File: src/rtl/calc1_pkg.sv
// Shared types for the calc1 per-port request driver.
// Command/response encodings, request bundle and driver FSM states.
package calc1_pkg;

    localparam int CMD_W  = 4;
    localparam int DATA_W = 32;
    localparam int RESP_W = 2;

    typedef enum logic [CMD_W-1:0] {
        CMD_NOP = 4'd0,
        CMD_ADD = 4'd1,
        CMD_SUB = 4'd2,
        CMD_SHL = 4'd5,
        CMD_SHR = 4'd6
    } cmd_e;

    typedef enum logic [RESP_W-1:0] {
        RESP_NONE = 2'd0,
        RESP_OK   = 2'd1,
        RESP_OVF  = 2'd2,
        RESP_ERR  = 2'd3
    } resp_e;

    typedef struct packed {
        logic [CMD_W-1:0]  cmd;
        logic [DATA_W-1:0] op1;
        logic [DATA_W-1:0] op2;
    } req_t;

    typedef enum logic [2:0] {
        IDLE,
        SEND1,
        SEND2,
        WAIT,
        HOLD
    } drv_state_e;

    function automatic logic resp_seen(logic [RESP_W-1:0] r);
        return r != RESP_NONE;
    endfunction

endpackage

File: src/rtl/calc1_req_fifo.sv
// Synchronous request FIFO for the calc1 port driver.
// Full/empty come from the registered count only.
module calc1_req_fifo
    import calc1_pkg::*;
#(
    parameter int  DEPTH = 4,
    parameter type T     = req_t
) (
    input  logic clk,
    input  logic reset,
    input  logic push,
    input  T     din,
    input  logic pop,
    output T     head,
    output logic full,
    output logic empty
);

    localparam int AW = $clog2(DEPTH);
    localparam logic [AW:0] FULL_CNT = DEPTH[AW:0];

    T               mem [0:DEPTH-1];
    logic [AW-1:0]  wr_ptr;
    logic [AW-1:0]  rd_ptr;
    logic [AW:0]    count;
    logic           do_push;
    logic           do_pop;

    assign full    = (count == FULL_CNT);
    assign empty   = (count == '0);
    assign do_push = push && !full;
    assign do_pop  = pop && !empty;
    assign head    = mem[rd_ptr];

    // Storage carries no reset; only pointers and count define contents.
    always_ff @(posedge clk) begin
        if (do_push) begin
            mem[wr_ptr] <= din;
        end
    end

    always_ff @(posedge clk or negedge reset) begin
        if (!reset) begin
            wr_ptr <= '0;
            rd_ptr <= '0;
            count  <= '0;
        end else begin
            if (do_push) begin
                wr_ptr <= wr_ptr + AW'(1);
            end
            if (do_pop) begin
                rd_ptr <= rd_ptr + AW'(1);
            end
            count <= count
                   + {{AW{1'b0}}, do_push}
                   - {{AW{1'b0}}, do_pop};
        end
    end

endmodule

File: src/rtl/calc1_port_driver.sv
// Per-port calc1 request issuer: buffers requests, drives the
// two-cycle command protocol and returns a result or a timeout.
module calc1_port_driver
    import calc1_pkg::*;
#(
    parameter int DEPTH   = 4,
    parameter int TIMEOUT = 32
) (
    input  logic              clk,
    input  logic              reset,
    input  logic              req_valid,
    output logic              req_ready,
    input  logic [CMD_W-1:0]  req_cmd,
    input  logic [DATA_W-1:0] req_op1,
    input  logic [DATA_W-1:0] req_op2,
    output logic [CMD_W-1:0]  cmd_out,
    output logic [DATA_W-1:0] data_out,
    input  logic [RESP_W-1:0] resp_in,
    input  logic [DATA_W-1:0] data_in,
    output logic              rsp_valid,
    input  logic              rsp_ready,
    output logic [RESP_W-1:0] rsp_resp,
    output logic [DATA_W-1:0] rsp_data,
    output logic [CMD_W-1:0]  rsp_cmd,
    output logic              rsp_timeout,
    output logic              err_spurious
);

    localparam int CW = $clog2(TIMEOUT);
    localparam logic [CW-1:0] CNT_LAST = CW'(TIMEOUT - 1);
    localparam logic [CW-1:0] CNT_MAX  = {CW{1'b1}};

    drv_state_e     state;
    drv_state_e     state_d;
    logic [CW-1:0]  cnt;
    req_t           cur;
    req_t           head;
    req_t           push_data;
    logic           fifo_full;
    logic           fifo_empty;
    logic           pop;
    logic           hit;
    logic           expire;
    logic           finish;

    assign push_data = '{cmd: req_cmd, op1: req_op1, op2: req_op2};
    assign req_ready = !fifo_full;
    assign hit       = resp_seen(resp_in);
    assign expire    = (cnt == CNT_LAST);

    calc1_req_fifo #(
        .DEPTH (DEPTH),
        .T     (req_t)
    ) u_fifo (
        .clk   (clk),
        .reset (reset),
        .push  (req_valid),
        .din   (push_data),
        .pop   (pop),
        .head  (head),
        .full  (fifo_full),
        .empty (fifo_empty)
    );

    always_ff @(posedge clk or negedge reset) begin
        if (!reset) begin
            state <= IDLE;
        end else begin
            state <= state_d;
        end
    end

    always_comb begin
        state_d = state;
        pop     = 1'b0;
        finish  = 1'b0;
        unique case (state)
            IDLE: begin
                if (!fifo_empty && !rsp_valid) begin
                    state_d = SEND1;
                    pop     = 1'b1;
                end
            end
            SEND1: state_d = SEND2;
            SEND2: state_d = WAIT;
            WAIT: begin
                if (hit || expire) begin
                    state_d = HOLD;
                    finish  = 1'b1;
                end
            end
            HOLD: begin
                if (rsp_ready) begin
                    state_d = IDLE;
                end
            end
            default: state_d = IDLE;
        endcase
    end

    // Bus outputs are registered against the next state so each
    // protocol beat lines up with its FSM state.
    always_ff @(posedge clk or negedge reset) begin
        if (!reset) begin
            cur          <= '0;
            cmd_out      <= '0;
            data_out     <= '0;
            cnt          <= '0;
            rsp_valid    <= 1'b0;
            rsp_resp     <= '0;
            rsp_data     <= '0;
            rsp_cmd      <= '0;
            rsp_timeout  <= 1'b0;
            err_spurious <= 1'b0;
        end else begin
            cmd_out  <= '0;
            data_out <= '0;
            if (pop) begin
                cur      <= head;
                cmd_out  <= head.cmd;
                data_out <= head.op1;
            end
            if (state == SEND1) begin
                data_out <= cur.op2;
            end
            if (state == SEND2) begin
                cnt <= '0;
            end else if (state == WAIT && cnt != CNT_MAX) begin
                cnt <= cnt + CW'(1);
            end
            if (finish) begin
                rsp_valid   <= 1'b1;
                rsp_cmd     <= cur.cmd;
                rsp_timeout <= !hit;
                rsp_resp    <= hit ? resp_in : RESP_NONE;
                rsp_data    <= hit ? data_in : '0;
            end
            if (state == HOLD && rsp_ready) begin
                rsp_valid <= 1'b0;
            end
            // Any response outside WAIT, including one after a timeout.
            if (hit && state != WAIT) begin
                err_spurious <= 1'b1;
            end
        end
    end

endmodule

File: config.mk
export PLATFORM = sky130hd
export DESIGN_NAME = calc1_port_driver
export DESIGN_NICKNAME = d
export VERILOG_FILES = /design/src/rtl/calc1_pkg.sv /design/src/rtl/calc1_req_fifo.sv /design/src/rtl/calc1_port_driver.sv
export SDC_FILE = /design/constraint.sdc
export NUM_CORES = 1
export LEC_CHECK = 0
export CAP_MARGIN = 20
export CORE_MARGIN = 1
export CORE_UTILIZATION = 50
export DETAILED_ROUTE_END_ITERATION = 8
export GPL_TIMING_DRIVEN = 0
export PLACE_DENSITY = 0.81
export SLEW_MARGIN = 20
export SYNTH_ARGS = -nofsm -noshare
export SYNTH_HDL_FRONTEND = slang
export SYNTH_SLANG_ARGS = --single-unit
export TNS_END_PERCENT = 20
File: constraint.sdc
create_clock -name clk -period 3.3 [get_ports clk]
set_input_delay 0.495 -clock clk [delete_from_list [all_inputs] [get_ports clk]]
set_output_delay 0.495 -clock clk [all_outputs]
set_load 0.01 [all_outputs]
==> results by group, run 1 <==
Run status
  – Status: complete, no violations

Logic synthesis
  – Primary FF master, synth: edfxtp_1
  – Post-synthesis sequential area ratio: 0.771
  – Synth Instances: 684
  – Ys async rst share: 0.320
  – #FFs+latches synth: 400
  – Synth Cell Area: 14800 um^2
  – Number of flops mapped to enable cells by yosys: 272
  – Unique masters post-synth: 41
  – Mean Syn Cell Area: 21.6 um^2
  – Syn Nets: 799
  – Yosys warnings: 0

Placed design
  – Placed cell count: 1256
  – Port bufs: 183
  – Placer Congestion: 0.778
  – Pre-CTS WS: 0.333 ns
  – Placed instance area: 17200 um^2
  – DPL Wire Length: 18500 um

Power
  – Cell area power density: 890 nW/um^2
  – Static leakage: 6.81 nW
  – Peak supply drop: 0.000545 V
  – Overall power: 16.5 mW

Layout
  – Most common cell after layout, fill and taps aside: edfxtp_1
  – Non-filler cells, final: 1328
  – Fin area: 18500 um^2
  – Fraction of layout cells with a size suffix above 1: 0.218
  – Commonest cells after routing, fill and taps aside: edfxtp_1, clkdlybuf4s50_1, dfrtp_1, a22o_1, mux4_2
  – P&R area growth vs syn: 25.7%
  – Diode count: 0
  – Final #Nets: 1030

Critical path
  – Crit-path cells: buf_2 -> nor2_2 -> nand3_4 -> inv_2 -> buf_6 -> buf_2 -> ha_1 -> inv_1 -> ha_1 -> inv_1 -> fa_1 -> xnor2_1 -> xnor2_1
  – CP delay by family, top: buffers and inverters
  – Worst path max stage delay: 0.41 ns
  – Arr. time, crit path: 3.32 ns
  – Kind of critical path: flop to flop
  – CP max stage cell: fa_1
  – Setup crit start kind: flop
  – WP buf/inv: 6
  – Critical Path Sink Type: flop
  – Worst path required time: 3.70 ns
  – Crit Path Max Fanout: 10

Global routing
  – First-pass GRT wire length: 45900 um
  – Vias in the first global route: 7840
  – Total grt overflow: 0
  – Tot GR Track Use: 0.201
  – Largest net degree at the start of global routing: 78
  – Initial antenna violation count: 2

Detailed routing
  – Routed via count: 7416
  – ANT nets after route: 0
  – Post-DR vias/cell: 5.58
  – DR iter-0 viols: 554
  – TritonRoute pass-1 iters: 5
  – WL final: 29500 um
  – Drc violations: 0
  – Wire length per cell: 22.2 um

Clocking
  – Worst-path clk slew: 0.06 ns
  – Root Buffer: clkbuf_16
  – Clock buffer depth: 3
  – TritonCTS clock tree: done
  – Post-CTS sizing: 0
  – Number of H-tree levels: 2
  – Hold buffer count at CTS: 1
  – Setup bufs post-CTS: 0
  – Clk_lat worst skew: 0.53 ns
  – CTS Sinks: 400
  – Num CTS Buffers: 40

Floorplan
  – Die footprint: 30200 um^2
  – Top Ports: 184
  – Std-Cell Rows: 62
  – Core ar.: 28900 um^2
  – Initial Util: 0.511
  – Die width: 174 um
  – Die height: 174 um

STA
  – Final Slew Violations: 0
  – Unrepaired setup endpoints after global routing: false
  – Upper clock frequency limit: 0.343 GHz
  – Slew HR: 0.423
  – Min Tclk post-route: 2.92 ns
  – Setup TNS: 0 ns
  – Final hold violation count: 0
  – Tcrit/Tclk final: 0.885
  – Setup WS post-layout: 0.381 ns
  – Worst slew pin tran: 0.866 ns
  – Worst clock skew: 0.0222 ns
  – Setup violations, final: 0

Run
  – Max_cap viols: 0

Hold path
  – HP Class: flop to flop
Yosys cell counts, types with 4 or more instances:
cell,n,area [um^2]
inv_1,7,26.3
buf_2,16,80.1
dfrtp_1,128,3200
o21ai_0,4,20.0
buf_6,5,56.3
mux2_2,21,236
xnor2_1,5,43.8
a21o_1,4,30.0
mux4_2,68,1530
nand2_1,5,18.8
clkbuf_1,10,37.5
edfxtp_1,272,8170
ha_1,8,100
a22o_1,71,622
and4_1,4,35.0
and2_1,4,25.0
mux2_4,17,255
final timing paths:
kind                            cells after the start  startpoint  slack [ns]         endpoint
worst max register to register                     13    state[0]        0.38  u_fifo.count[2]
min in group asynchronous                           2       reset        0.48     data_out[26]
max in group asynchronous                           3       reset        2.08       cmd_out[2]
worst max-delay path                               13    state[0]        0.38  u_fifo.count[2]
worst min-delay path                                1     cur[65]        0.47          cur[65]
worst min register to register                      1     cur[65]        0.47          cur[65]
per-layer routing:
metal | track usage | part of all wire | up-vias
met2 | 0.339 | 0.50 | 251
met1 | 0.270 | 0.42 | 3869
met4 | 0.0537 | 0.020 | 4
met3 | 0.0410 | 0.056 | 50
met5 | 0 | 0.00088 | -
li1 | - | - | 3242
logic make-up (layout without fill, tap and decap cells):
logic type | count (synthesis) | in the layout | synth area share
buffers and inverters | 45 | 305 | 0.0161
muxes | 108 | 108 | 0.139
adders and majority gates | 9 | 9 | 0.00814
and+or+nand+nor | 30 | 30 | 0.0137
AOI/OAI and AO/OA | 87 | 87 | 0.0495
xor gates and xnor gates | 5 | 5 | 0.00297
DFF | 400 | 400 | 0.771
per-stage QoR:
stage	hold WS, ns	utilization
3_5_place_dp	0.458	0.596
3_3_place_gp	0.453	0.591
5_1_grt	0.496	0.642
6_report	0.471	0.642
2_1_floorplan	0.199	-
4_1_cts	0.478	0.642
flip-flops by register name (all words and copies together) (netlist names):
signal / count
cmd_out: 4
cnt: 5
cur: 36
data_out: 32
err_spurious: 1
rsp_cmd: 4
rsp_data: 32
rsp_resp: 2
rsp_timeout: 1
rsp_valid: 1
state: 3
u_fifo.count: 3
u_fifo.mem: 272
u_fifo.rd_ptr: 2
u_fifo.wr_ptr: 2
where the power goes:
part	leakage (nW)	total [mW]	switching, mW	internal, mW
Sequential	4.12	7.30	0.511	6.79
Combinational	2.04	4.75	2.22	2.53
Clock	0.652	4.45	1.79	2.66
area by class of cell:
type	count	area, um^2
buffer	37	208
clock buffer	58	1190
clock inverter	13	124
fill	1983	10300
inverter	8	30.0
multi-input combinational	239	3160
sequential	400	11400
tap	384	480
timing repair buffer	189	1980
(Power assumes the default switching activity.)
==> run 2: changes to the inputs <==
ABC_AREA = 1   (was unset)
==> run 2 against run 1 <==
Via count grew 45%. Final cell count increased by 50%. Synthesized area rose by 4.7%. Combinational power increased by 25%. Design area is 4.2% higher. Core utilization increased by 0.078 points. Die area up 4.7%. Largest power group unchanged.
==> results by group, run 2 <==
Logic synthesis
  – Yosys warnings: 0
  – #FFs+latches synth: 400
  – Number of flops mapped to enable cells by yosys: 272
  – Unique masters post-synth: 30
  – Ys async rst share: 0.320
  – Synth Cell Area: 15400 um^2
  – Synth top area share: 0.529
  – Primary FF master, synth: edfxtp_1
  – Synth area leaders: edfxtp_1, dfrtp_1, nand2_1
  – Cell taking the most area after synthesis: edfxtp_1
  – Mean Syn Cell Area: 11.6 um^2
  – Syn Nets: 1446
  – Synth top cells by count: nand2_1, edfxtp_1, nor2_1
  – Most frequent cell after synthesis: nand2_1
  – Post-synthesis sequential area ratio: 0.736
  – Synth Instances: 1331

Power
  – P_int: 11.5 mW
  – Gate power share: 0.340
  – Clock Power Share: 0.243
  – Flop pwr share: 0.417
  – Static leakage: 7.92 nW
  – Cell area power density: 903 nW/um^2
  – Peak supply drop: 0.000454 V
  – Switching Share: 0.342
  – Net Switching: 5.96 mW

Global routing
  – First-pass GRT wire length: 56100 um
  – Initial antenna violation count: 2
  – Largest net degree at the start of global routing: 75
  – Vias in the first global route: 10600
  – Tot GR Track Use: 0.236
  – Total grt overflow: 0

Placed design
  – Port bufs: 183
  – DPL Wire Length: 24100 um
  – Pre-CTS WS: 0.453 ns
  – Placed cell count: 1917
  – Placer Congestion: 0.812

Floorplan
  – Top Ports: 184
  – Die height: 178 um
  – Die width: 178 um
  – Die footprint: 31600 um^2
  – Core ar.: 30000 um^2
  – Std-Cell Rows: 63
  – Initial Util: 0.514

Layout
  – Final #Nets: 1684
  – Largest register by flop count: u_fifo.mem
  – Most common cell after layout, fill and taps aside: nand2_1
  – Non-filler cells, final: 1991
  – P&R area growth vs syn: 25.0%
  – Commonest cells after routing, fill and taps aside: nand2_1, edfxtp_1, clkdlybuf4s50_1, nor2_1, dfrtp_1
  – Fraction of layout cells with a size suffix above 1: 0.0806
  – Max reg flops: 272
  – Area of the multi-input gates: 3520 um^2
  – Biggest regs: u_fifo.mem x272, cur x36
  – Reg area: 11400 um^2
  – FILL cells: 2128

Critical path
  – Kind of critical path: flop to flop
  – Arr. time, crit path: 3.07 ns
  – Crit Path Max Fanout: 10
  – Critical Path Sink Type: flop
  – Setup crit start kind: flop
  – Worst path required time: 3.71 ns

STA
  – Final hold violation count: 0
  – Upper clock frequency limit: 0.375 GHz
  – Worst slew pin tran: 0.734 ns
  – Tcrit/Tclk final: 0.808
  – Final Slew Violations: 0
  – Worst clock skew: 0.0185 ns
  – Slew HR: 0.511
  – Min Tclk post-route: 2.67 ns
  – Unrepaired setup endpoints after global routing: false
  – Setup WS post-layout: 0.635 ns
  – Setup violations, final: 0

Clocking
  – Hold buffer count at CTS: 1
  – Post-CTS sizing: 0
  – Clk_lat worst skew: 0.53 ns
  – Worst-path clk slew: 0.06 ns
  – TritonCTS clock tree: done
  – Num CTS Buffers: 39
  – Setup bufs post-CTS: 0
  – Root Buffer: clkbuf_16
  – CTS Sinks: 400
  – Clock buffer depth: 3
  – Number of H-tree levels: 2

Detailed routing
  – ANT nets after route: 0
  – Wire length per cell: 18.5 um
  – Post-DR vias/cell: 5.39
  – Drc violations: 0
  – Routed via count: 10700
  – DR iter-0 viols: 1088
  – WL final: 36800 um
  – TritonRoute pass-1 iters: 5

Run
  – Max_cap viols: 0

Run status
  – Status: complete, no violations

Hold path
  – HP Class: flop to flop
[run 2: cell count changes after synthesis, sizes merged, moves of 32 or more]
cell and change:
a22o -71, inv +53, mux2 -40, mux4 -68, nand2 +402, nand3 +107, nor2 +150, o21ai +72
o22ai +32
[run 2: area by class of cell]
cell class                      instances  area share
Sequential cell                       400       0.589
Buffer                                 69      0.0185
Clock inverter                         11     0.00602
Multi-Input combinational cell        801       0.182
Tap cell                              390      0.0253
Timing Repair Buffer                  197       0.110
Inverter                               61      0.0120
Clock buffer                           61      0.0569
Antenna cell                            1    0.000130
[run 2: final timing paths]
check / endpoint / cells past startpoint / start / slack (ns)
setup / recovery: u_fifo.count[2] / 13 / state[2] / 0.63
hold / removal: rsp_data[9] / 2 / rsp_data[9] / 0.47
setup reg to reg: u_fifo.count[2] / 13 / state[2] / 0.63
hold reg to reg: rsp_data[9] / 2 / rsp_data[9] / 0.47
max in group asynchronous: data_out[31] / 3 / reset / 2.05
min in group asynchronous: data_out[28] / 2 / reset / 0.57
[run 2: layer usage]
metal / GRT usage / part of all wire
met1: 0.294 / 0.39
met2: 0.404 / 0.49
met3: 0.0448 / 0.084
met4: 0.0962 / 0.033
met5: 0 / 0.00046
[run 2: cells by family after synthesis]
logic type               count (synthesis)  synth area share
flip-flops                             400             0.736
AND/OR/NAND/NOR                        675             0.176
XOR/XNOR                                 6           0.00340
buffers and inverters                  130            0.0382
adder cells (fa/ha/maj)                  9           0.00778
AO/OA/AOI/OAI                          111            0.0389
[run 2: worst max-delay path, cell delays in order, from the launching register on]
cell	delay, ns
dfrtp_1	0.40
inv_2	0.10
nand2_1	0.11
nor2_4	0.13
nand3_4	0.18
inv_4	0.19
buf_4	0.25
ha_1	0.26
inv_1	0.05
ha_1	0.13
inv_1	0.05
fa_1	0.40
xnor2_1	0.14
xor2_1	0.14
[run 2: stage by stage]
stage	TNS [ns]	utilization	total power [mW]	hold slack, ns	area (um^2)
finish	0	0.643	17.4	0.471	19300
global route	0	0.643	18.4	0.488	19300
CTS	0	0.643	17.5	0.472	19300
detailed placement	0	0.602	13.2	0.458	18100
global placement	-1379.77	0.592	12.9	0.453	17800
floorplan	-211.20	-	10.7	0.199	15400
[run 2: power by group through the flow]
stage | clock (mW) | sequential (mW) | combinational [mW]
after floorplan | 0 | 7.52 | 3.14
after global placement | 0 | 7.44 | 5.47
after detailed placement | 0 | 7.34 | 5.88
after CTS | 4.28 | 7.26 | 5.94
after global routing | 4.46 | 7.37 | 6.53
final | 4.24 | 7.27 | 5.93
==> run 3: changes to the inputs <==
clock period = 2.8 ns   (was 3.3 ns; I/O delays follow)
==> run 3 against run 2 <==
Total power up 22%. Clock skew down 0.00087 ns. Final cell count about the same. Global-route usage up 0.46 points. Die area unchanged. Clock power up 32%. Critical endpoint unchanged. Highest routed layer unchanged.
==> results by group, run 3 (same netlist as run 2, synthesis figures left out) <==
Detailed routing
  – Drc violations: 0
  – Max Used Layer: met5
  – TritonRoute pass-1 iters: 5
  – Met3 wire len: 3820 um
  – DR iter-0 viols: 1185
  – Wire length on met2: 18700 um
  – ANT nets after route: 0
  – Post-DR vias/cell: 5.41
  – Routed via count: 10800
  – WL met1: 14200 um
  – WL final: 38000 um
  – Wire length per cell: 19.1 um

Clocking
  – TritonCTS clock tree: done
  – Num CTS Buffers: 40
  – Number of H-tree levels: 2
  – Clk_lat worst skew: 0.53 ns
  – Worst-path clk slew: 0.06 ns
  – Clock buffer depth: 3
  – CTS Sinks: 400
  – Root Buffer: clkbuf_16
  – Setup bufs post-CTS: 0

Floorplan
  – Std-Cell Rows: 63
  – Die height: 178 um
  – Top Ports: 184
  – Die width: 178 um
  – Die footprint: 31600 um^2
  – Initial Util: 0.514
  – Core ar.: 30000 um^2

STA
  – Setup WS post-layout: 0.167 ns
  – Setup violations, final: 0
  – Slew HR: 0.508
  – Final hold violation count: 0
  – Worst slew pin tran: 0.737 ns
  – Final Slew Violations: 0
  – Tcrit/Tclk final: 0.940
  – Setup TNS: 0 ns
  – Min Tclk post-route: 2.63 ns
  – Upper clock frequency limit: 0.380 GHz
  – Unrepaired setup endpoints after global routing: false
  – Worst clock skew: 0.0176 ns

Critical path
  – Kind of critical path: flop to flop
  – Critical Path Sink Type: flop
  – Launch point of the worst reg-to-reg path: u_fifo.count[1]
  – Setup crit start kind: flop
  – WP buf/inv: 4
  – Arr. time, crit path: 3.08 ns
  – Reg-to-Reg End: u_fifo.count[2]
  – Worst path required time: 3.25 ns
  – CP delay by family, top: adder cells
  – Crit Path Max Fanout: 10
  – Cell count along the critical path: 12
  – CP max stage cell: dfrtp_1
  – Reg2Reg Depth: 12
  – Worst path max stage delay: 0.42 ns
  – R2r setup slk: 0.17 ns
  – Crit-path cells: nor2_1 -> nand2_1 -> nand3_4 -> inv_4 -> buf_4 -> ha_1 -> inv_1 -> ha_1 -> inv_1 -> fa_1 -> xnor2_1 -> xor2_1

Layout
  – Non-filler cells, final: 1992
  – Area of the multi-input gates: 3520 um^2
  – Reg area: 11400 um^2
  – Max reg flops: 272
  – Diode count: 0
  – Most common cell after layout, fill and taps aside: nand2_1
  – FILL cells: 2077
  – Final #Nets: 1685
  – Fin util: 0.650
  – Biggest regs: u_fifo.mem x272, cur x36
  – Fraction of layout cells with a size suffix above 1: 0.0886
  – Largest register by flop count: u_fifo.mem
  – P&R area growth vs syn: 26.3%
  – Commonest cells after routing, fill and taps aside: nand2_1, edfxtp_1, clkdlybuf4s50_1, nor2_1, dfrtp_1

Global routing
  – Tot GR Track Use: 0.240
  – Largest net degree at the start of global routing: 71
  – First-pass GRT wire length: 56800 um
  – Initial antenna violation count: 2
  – Total grt overflow: 0
  – Vias in the first global route: 10600

Placed design
  – DPL Wire Length: 24100 um
  – Port bufs: 183
  – Pre-CTS WS: 0.154 ns
  – Placed cell count: 1917
  – Placer Congestion: 0.796

Power
  – Overall power: 21.2 mW
  – Static leakage: 8.01 nW
  – Cell area power density: 1090 nW/um^2
  – Peak supply drop: 0.000717 V

Hold path
  – HP Class: input port to async pin

Run status
  – Status: complete, no violations

Run
  – Max_cap viols: 0
## run 3: worst max path at each step
stage / from / end / slack (ns)
after global placement: reset / data_out[6] / -4.23
final: u_fifo.count[1] / u_fifo.count[2] / 0.17
after floorplan: u_fifo.count[1] / u_fifo.mem[0][0] / -0.18
after global routing: u_fifo.count[1] / u_fifo.count[2] / 0.007
after CTS: u_fifo.count[1] / u_fifo.count[2] / 0.15
after detailed placement: u_fifo.count[1] / u_fifo.count[2] / 0.15
## run 3: through the flow
step	cell area [um^2]	hold slack (ns)
floorplan	15500	0.124
global placement	17800	0.452
detailed placement	18100	0.413
CTS	19500	0.437
global route	19500	0.444
finish	19500	0.428
## run 3: area by class of cell
type | count | share of cell area
sequential | 400 | 0.583
multi-input combinational | 801 | 0.180
timing repair buffer | 197 | 0.111
clock buffer | 56 | 0.0580
tap | 390 | 0.0250
buffer | 69 | 0.0183
clock inverter | 18 | 0.0130
inverter | 61 | 0.0119
## run 3: power breakdown
| part | internal [mW] | switching [mW] |
|---|---|---|
| registers | 7.98 | 0.583 |
| logic | 2.67 | 4.41 |
| clock network | 3.39 | 2.19 |
## run 3: per-layer routing
| metal | GRT usage | up-vias |
|---|---|---|
| met5 | 0 | - |
| met2 | 0.410 | 609 |
| met4 | 0.102 | 2 |
| li1 | - | 4956 |
| met3 | 0.0499 | 99 |
| met1 | 0.297 | 5115 |
## run 3: timing repair
item	in CTS	in global routing
setup endpoints to repair	0	0
gates resized for setup	0	0
hold endpoints to repair	69	0
hold buffers	1	0
